[config.mk]
export PLATFORM = sky130hd
export DESIGN_NAME = serial_full_adder_flat
export DESIGN_NICKNAME = d
export VERILOG_FILES = /design/src/rtl/serial_full_adder_if.sv /design/src/rtl/serial_full_adder.sv /design/src/flat_wrapper.sv
export SDC_FILE = /design/constraint.sdc
export NUM_CORES = 1
export LEC_CHECK = 0
export CAP_MARGIN = 0
export CORE_MARGIN = 4
export CORE_UTILIZATION = 55
export CTS_CLUSTER_DIAMETER = 150
export DETAILED_ROUTE_END_ITERATION = 8
export PLACE_DENSITY = 0.83
export SLEW_MARGIN = 10
export SYNTH_ARGS = -nofsm -noshare
export SYNTH_HDL_FRONTEND = slang
export SYNTH_SLANG_ARGS = --single-unit
[constraint.sdc]
create_clock -name clk -period 3.45 [get_ports clk]
set_clock_uncertainty 0.05 [all_clocks]
set_input_delay 0.5175 -clock clk [delete_from_list [all_inputs] [get_ports clk]]
set_output_delay 0.5175 -clock clk [all_outputs]
set_load 0.02 [all_outputs]
[src/rtl/serial_full_adder_if.sv]
// Operand/result bundle for the bit-serial adder: request side (master)
// drives start and operands, adder side (slave) returns status and result.
interface serial_full_adder_if #(
    parameter int unsigned WIDTH = 8
);
    logic             start;
    logic [WIDTH-1:0] a;
    logic [WIDTH-1:0] b;
    logic             cin;
    logic             busy;
    logic             done;
    logic [WIDTH-1:0] sum;
    logic             cout;

    modport master (
        output start, a, b, cin,
        input  busy, done, sum, cout
    );

    modport slave (
        input  start, a, b, cin,
        output busy, done, sum, cout
    );
endinterface

[src/rtl/serial_full_adder.sv]
// Bit-serial WIDTH-bit adder: one decoder-based full-adder cell evaluated once
// per clock, carry fed back through a register, result assembled LSB-first.
module serial_full_adder #(
    parameter int unsigned WIDTH = 8
) (
    input  logic                clk,
    input  logic                rst_n,
    serial_full_adder_if.slave  bus
);
    localparam int unsigned CW = (WIDTH > 1) ? $clog2(WIDTH) : 1;
    localparam logic [CW-1:0] LAST = CW'(WIDTH - 1);

    // Minterm masks of the 3-to-8 decoder feeding the full-adder cell
    localparam logic [7:0] SUM_MASK   = 8'b1001_0110;
    localparam logic [7:0] CARRY_MASK = 8'b1110_1000;

    typedef enum logic [1:0] {IDLE, RUN, DONE} state_t;

    state_t           state, state_nx;
    logic [WIDTH-1:0] a_sh, a_nx;
    logic [WIDTH-1:0] b_sh, b_nx;
    logic [WIDTH-1:0] r_sh, r_nx;
    logic             c_reg, c_nx;
    logic [CW-1:0]    cnt, cnt_nx;
    logic [WIDTH-1:0] sum_q, sum_nx;
    logic             cout_q, cout_nx;

    logic [7:0]       dec;
    logic             fa_sum;
    logic             fa_carry;

    always_ff @(posedge clk or negedge rst_n) begin
        if (!rst_n) begin
            state  <= IDLE;
            a_sh   <= '0;
            b_sh   <= '0;
            r_sh   <= '0;
            c_reg  <= 1'b0;
            cnt    <= '0;
            sum_q  <= '0;
            cout_q <= 1'b0;
        end else begin
            state  <= state_nx;
            a_sh   <= a_nx;
            b_sh   <= b_nx;
            r_sh   <= r_nx;
            c_reg  <= c_nx;
            cnt    <= cnt_nx;
            sum_q  <= sum_nx;
            cout_q <= cout_nx;
        end
    end

    always_comb begin
        dec      = 8'd1 << {a_sh[0], b_sh[0], c_reg};
        fa_sum   = |(dec & SUM_MASK);
        fa_carry = |(dec & CARRY_MASK);

        state_nx = state;
        a_nx     = a_sh;
        b_nx     = b_sh;
        r_nx     = r_sh;
        c_nx     = c_reg;
        cnt_nx   = cnt;
        sum_nx   = sum_q;
        cout_nx  = cout_q;

        case (state)
            IDLE: begin
                if (bus.start) begin
                    a_nx     = bus.a;
                    b_nx     = bus.b;
                    c_nx     = bus.cin;
                    cnt_nx   = '0;
                    state_nx = RUN;
                end
            end
            RUN: begin
                a_nx   = a_sh >> 1;
                b_nx   = b_sh >> 1;
                r_nx   = (r_sh >> 1) | (WIDTH'(fa_sum) << (WIDTH - 1));
                c_nx   = fa_carry;
                cnt_nx = cnt + CW'(1);
                // Publish only the fully shifted result so partial sums stay hidden
                if (cnt == LAST) begin
                    sum_nx   = r_nx;
                    cout_nx  = fa_carry;
                    state_nx = DONE;
                end
            end
            DONE:    state_nx = IDLE;
            default: state_nx = IDLE;
        endcase
    end

    assign bus.busy = (state == RUN);
    assign bus.done = (state == DONE);
    assign bus.sum  = sum_q;
    assign bus.cout = cout_q;
endmodule
[src/flat_wrapper.sv]
// flat-port wrapper written by rule: the top's interface ports become plain ports
module serial_full_adder_flat 
#(
    parameter int unsigned WIDTH = 8
)
  (clk, rst_n, bus_start, bus_a, bus_b, bus_cin, bus_busy, bus_done, bus_sum, bus_cout);
  serial_full_adder_if #(.WIDTH(WIDTH)) bus_i ();
  input  logic clk;
  input  logic rst_n;
  input wire logic [$bits(bus_i.start)-1:0] bus_start;
  input wire logic [$bits(bus_i.a)-1:0] bus_a;
  input wire logic [$bits(bus_i.b)-1:0] bus_b;
  input wire logic [$bits(bus_i.cin)-1:0] bus_cin;
  output wire logic [$bits(bus_i.busy)-1:0] bus_busy;
  output wire logic [$bits(bus_i.done)-1:0] bus_done;
  output wire logic [$bits(bus_i.sum)-1:0] bus_sum;
  output wire logic [$bits(bus_i.cout)-1:0] bus_cout;
  assign bus_i.start = bus_start;
  assign bus_i.a = bus_a;
  assign bus_i.b = bus_b;
  assign bus_i.cin = bus_cin;
  assign bus_busy = bus_i.busy;
  assign bus_done = bus_i.done;
  assign bus_sum = bus_i.sum;
  assign bus_cout = bus_i.cout;
  serial_full_adder #(.WIDTH(WIDTH)) u_core (.clk(clk), .rst_n(rst_n), .bus(bus_i));
endmodule
==> metrics.csv, run 1 <==
stage,metric,value,unit
setup_path,path_cells,"nand2b_1, clkinv_1, clkdlybuf4s50_1",
setup_path,cp-start-kind,flop,
setup_path,path_delay_family,buffers and inverters,
floorplan,fp.dieH,63.2,um
min_path,hold_class,flop to flop,
sta,fmax,370,MHz
floorplan,start_util,59.2,%
sta,setup_tns,0,ps
sta,slew_viol_final,0,
yosys,synth-seq-cells,38,
yosys,synth_most_common_cell,dfrtp_1,
floorplan,core-area,2830,um^2
clocking,worstSkewPairLatency,350,ps
route,vias,1102,
final_layout,final-seq-area,951,um^2
final_layout,diodes,0,
sta,hold_viol_final,0,
final_layout,num-fill-cells,214,
global_route,overflow,0,
yosys,yosysUniqueCellTypes,22,
power,switchingPower,610,uW
place,gp_congestion,0.744,
place,placed_cell_area,1990,um^2
final_layout,fin_util,72.5,%
clocking,clk_path_buf_depth,2,
clocking,h-tree-depth,2,
global_route,antenna_found_initial,0,
yosys,synthMuxAreaShare,11.4,%
route,drt-initial-drc-count,39,
yosys,avgSynthCellArea,14.6,um^2
yosys,ys.flop_type,dfrtp_1,
yosys,syn_area,1680,um^2
power,powerDensity,882,nW/um^2
clocking,numCtsBuffers,5,
route,wire_per_inst,18.4,um
setup_path,cp.required,2880,ps
yosys,yosys-top-cells-count,"dfrtp_1 (38), mux2_2 (16), o221a_2 (15), or4b_1 (15), buf_2 (5)",
yosys,synth_top_area_cell,dfrtp_1,
sta,slew_headroom,38.6,%
final_layout,nets,167,
sta,fin_crit,2700,ps
run_status,status,completed,
clocking,cts_sinks,38,
yosys,ys_seq_area_share,56.8,%
yosys,synthCells,115,
route,drt_pass1_iterations,4,
floorplan,ioPinCount,31,
power,p_int,1200,uW
yosys,synth_compound_area_share,13.5,%
setup_path,crit_type,flop to output pin,
final_layout,drive_gt1_share,29.7,%
yosys,synth_fp_nets,138,
final_layout,multi_input_area,667,um^2
route,drc,0,
yosys,synthAdderAreaFrac,2.69,%
floorplan,fp.dieArea,3990,um^2
sta,finalSetupViolations,0,
sta,rsz0062_at_grt,false,
setup_path,end_kind,output pin,
global_route,grt_use_total,18.0,%
route,wirelength,3.24,mm
setup_path,critPathMaxFanout,24,
floorplan,die_w,63.2,um
power,clock_power_share,13.6,%
power,p_sw_share,33.7,%
yosys,synth_top_area_share,56.8,%
clocking,cts_setup_buffers,0,
clocking,clk_pin_slew,120,ps
yosys,synth_top_family_by_area,compound AO/OA/AOI/OAI gates,
power,p_leak,0.000854,uW
job,cap_violations,0,
yosys,async_reset_ff_share,100,%
final_layout,syn2layout_area_growth,22.4,%
sta,worstMarginPinSlew,918,ps
place,portBuffers,30,
power,p_seq_share,45.3,%
final_layout,final_design_area_no_fill,2050,um^2
setup_path,critical_path_arrival,2130,ps
power,worst_ir_drop_vdd,618,uV
clocking,cts_tree,built,
yosys,synth_xor_area_share,0,%
route,antenna_left,0,
global_route,grt_max_degree,26,
yosys,yosys-top-cells-area,"dfrtp_1 (57%), mux2_2 (11%), o221a_2 (10%), or4b_1 (9.0%), buf_2 (1.5%)",
clocking,cts_root_buf,clkbuf_4,
yosys,synthSimpleGateAreaFrac,12.2,%
floorplan,rows,19,
clocking,holdBufCountCts,0,
setup_path,path_buf_inv,2,
sta,period_share,78.3,%
setup_path,crit_slowest_cell,dfrtp_1,
yosys,synth_edf_count,0,
power,p_comb_share,41.1,%
global_route,grt_pass1_vias,1200,
setup_path,critPathMaxStageDelay,730,ps
clocking,post_cts_resized,0,
place,dp_hpwl,2.30,mm
yosys,yosys_warnings,0,
route,viasPerCell,6.26,
global_route,grt_pass1_wl,5.50,mm
==> metal layers <==
layer / vias up / part of all wire (%) / global-route usage [%]
li1: 512 / - / -
met1: 555 / 43 / 20.7
met2: 27 / 50 / 30.4
met3: 8 / 4.2 / 5.68
met4: 0 / 2.2 / 8.89
met5: - / 0 / 0
==> per-stage QoR <==
stage	power, uW	instances	worst slack (ps)	hold WS [ps]
3_5_place_dp	1580	168	1140	443
4_1_cts	1830	176	721	471
2_1_floorplan	1320	115	1920	172
6_report	1810	176	750	466
3_3_place_gp	1530	168	1220	437
5_1_grt	1930	176	585	501
==> placed cells by master (no fill, tap or decap), types with 2 or more instances in the layout <==
cell,Yosys,routed
o221a_2,15,15
dfrtp_1,38,38
clkbuf_4,0,5
mux2_2,16,16
a22o_1,2,2
clkdlybuf4s50_1,0,30
nor4bb_1,2,2
ha_1,2,2
buf_4,0,3
a211o_1,2,2
or4b_1,15,15
nor3b_1,2,2
==> worst paths after layout <==
check                                   from           endpoint  slack (ps)  cells past startpoint
max                          u_core.state[1]           bus_busy         750                      3
min in group asynchronous              rst_n  u_core.bus.sum[6]         620                      1
max in group asynchronous              rst_n      u_core.cnt[0]        2040                      2
max reg2reg                  u_core.state[0]  u_core.bus.sum[0]        1520                      2
min                        u_core.bus.sum[4]  u_core.bus.sum[4]         470                      1
min reg2reg                u_core.bus.sum[4]  u_core.bus.sum[4]         470                      1
==> layout make-up <==
| type | instances | share of cell area [%] |
|---|---|---|
| repair buffers | 33 | 15.7 |
| multi-input cells | 64 | 32.5 |
| flip-flops and latches | 38 | 46.4 |
| well taps | 31 | 1.89 |
| clock buffers | 6 | 2.50 |
| clock inverters | 2 | 0.610 |
| inverters | 2 | 0.366 |
==> cells by family (layout without fill, tap and decap cells) <==
logic type | Yosys count | after routing
multiplexers | 17 | 17
AND/OR/NAND/NOR | 22 | 22
buffers and inverters | 13 | 43
AO/OA/AOI/OAI | 22 | 22
adder cells (fa/ha/maj) | 3 | 3
flip-flops | 38 | 38
==> power groups by stage <==
stage	combinational, uW	clock, uW	sequential (uW)
global route	803	272	853
detailed placement	748	0	832
CTS	753	253	820
finish	743	245	820
floorplan	484	0	832
global placement	718	0	813
==> worst reg2reg max path: stages, from the launching register on <==
cell	delay, ps
dfrtp_1	770
nand3b_1	550
mux2_2	440
Note: power is estimated with default switching activity, not from simulation.
==> run 2: changes to the inputs <==
--- a/config.mk
+++ b/config.mk
@@ -7,10 +7,10 @@
 export LEC_CHECK = 0
 export CAP_MARGIN = 0
 export CORE_MARGIN = 4
-export CORE_UTILIZATION = 55
+export CORE_UTILIZATION = 51
 export CTS_CLUSTER_DIAMETER = 150
 export DETAILED_ROUTE_END_ITERATION = 8
-export PLACE_DENSITY = 0.83
+export PLACE_DENSITY = 0.78
 export SLEW_MARGIN = 10
 export SYNTH_ARGS = -nofsm -noshare
 export SYNTH_HDL_FRONTEND = slang
==> constraint.sdc (replaced) <==
create_clock -name clk -period 2.7 [get_ports clk]
set_clock_uncertainty 0.05 [all_clocks]
set_input_delay 0.405 -clock clk [delete_from_list [all_inputs] [get_ports clk]]
set_output_delay 0.405 -clock clk [all_outputs]
set_load 0.02 [all_outputs]
==> run 2 against run 1 <==
Global-route usage down 0.80 points; sequential power up 23%; routed wire length down 3.2%; setup slack worse by 380 ps.
==> metrics.csv, run 2 (synthesis gave the netlist of run 1 again) <==
stage,metric,value,unit
route,drt_pass1_iterations,4,
sta,holdWs,423,ps
global_route,grt_pass1_vias,1123,
floorplan,fp.dieArea,4270,um^2
sta,setup_tns,0,ps
route,drc,0,
clocking,holdBufCountCts,0,
sta,fmax,428,MHz
final_layout,nets,168,
clocking,cts_sinks,38,
global_route,antenna_found_initial,0,
global_route,grt_max_degree,39,
global_route,grt_pass1_wl,5.53,mm
setup_path,critical_path_arrival,1880,ps
sta,slew_headroom,64.2,%
floorplan,ioPinCount,31,
setup_path,crit_type,flop to output pin,
global_route,grt_use_total,17.2,%
floorplan,rows,20,
final_layout,num-fill-cells,248,
setup_path,worstReg2RegStart,u_core.cnt[0],
clocking,h-tree-depth,2,
sta,hold_viol_final,0,
clocking,cts_setup_buffers,0,
sta,fin_crit,2330,ps
route,met2WireLength,1.48,mm
floorplan,core-area,3100,um^2
route,wl_met3,178,um
run_status,status,completed,
setup_path,end_kind,output pin,
floorplan,die_w,65.3,um
clocking,post_cts_resized,0,
place,portBuffers,30,
clocking,cts_root_buf,clkbuf_4,
sta,fin_ws,366,ps
final_layout,final_common_cell,dfrtp_1,
final_layout,fin_util,66.7,%
power,worst_ir_drop_vdd,488,uV
clocking,clk_path_buf_depth,2,
place,place_ws,674,ps
clocking,worstSkewPairLatency,330,ps
sta,slew_viol_final,0,
power,p_leak,0.000860,uW
final_layout,syn2layout_area_growth,23.6,%
power,powerDensity,1110,nW/um^2
sta,worstMarginPinSlew,535,ps
floorplan,start_util,54.0,%
job,cap_violations,0,
place,gp_congestion,0.722,
route,vias,1085,
route,topRoutingLayerUsed,met4,
setup_path,cp.required,2250,ps
clocking,clk_pin_slew,110,ps
route,wirelength,3.14,mm
place,dp_hpwl,2.12,mm
route,viasPerCell,5.71,
min_path,hold_class,input pin to async pin,
setup_path,cp-start-kind,flop,
setup_path,critPathMaxFanout,13,
route,antenna_left,0,
clocking,numCtsBuffers,5,
setup_path,reg2regPathDepth,4,
setup_path,rr_endpoint,u_core.bus.sum[2],
final_layout,mostFrequentLayoutCells,"dfrtp_1 (38), clkdlybuf4s50_1 (30), mux2_2 (16)",
sta,period_share,86.4,%
route,drt-initial-drc-count,50,
route,wire_per_inst,16.5,um
clocking,cts_tree,built,
final_layout,drive_gt1_share,29.5,%
sta,finalSetupViolations,0,
final_layout,diodes,0,
setup_path,r2r_slack,970,ps
route,met1_length,1.46,mm
global_route,overflow,0,
sta,rsz0062_at_grt,false,
floorplan,fp.dieH,65.3,um
[run 2: changes by cell type in the layout (fill, tap and decap cells not counted)]
cell        change
buf_4           +1
clkinvlp_4      -1
clkbuf_1        +1
[run 2: final cells by class]
class	instances	area [um^2]	share of cell area (%)
repair buffers	34	330	16.0
clock inverters	1	5.00	0.242
flip-flops and latches	38	951	45.9
well taps	44	55.1	2.66
clock buffers	7	55.1	2.66
inverters	2	7.51	0.363
multi-input cells	64	667	32.2
[run 2: metal layers]
metal	GRT usage (%)	vias up
met2	25.9	32
met3	6.15	2
met1	23.3	537
li1	-	514
met5	0	-
met4	5.44	0
[run 2: power breakdown]
group | total [uW] | switching [uW] | internal (uW)
Sequential | 1010 | 170 | 843
Clock | 300 | 174 | 126
Combinational | 980 | 411 | 569
[run 2: critical path: stages (launching register included)]
cell and delay [ps]:
dfrtp_1 530, nand2b_1 170, clkinv_1 220, clkdlybuf4s50_1 620
[run 2: how the worst max path moves through the flow]
stage	cells past startpoint	from	endpoint	slack, ps
2_1_floorplan	5	u_core.cnt[0]	u_core.bus.cout	1170
3_3_place_gp	3	bus_start	u_core.b_sh[0]	730
3_5_place_dp	3	bus_start	u_core.a_sh[1]	670
4_1_cts	3	u_core.state[1]	bus_busy	330
5_1_grt	3	u_core.state[1]	bus_busy	210
6_report	3	u_core.state[1]	bus_busy	370
[run 2: per-stage QoR]
step / power (uW) / instances / area [um^2]
6_report: 2290 / 190 / 2070
3_3_place_gp: 1960 / 182 / 2010
5_1_grt: 2450 / 190 / 2070
4_1_cts: 2320 / 190 / 2070
3_5_place_dp: 2010 / 182 / 2010
2_1_floorplan: 1680 / 115 / 1680
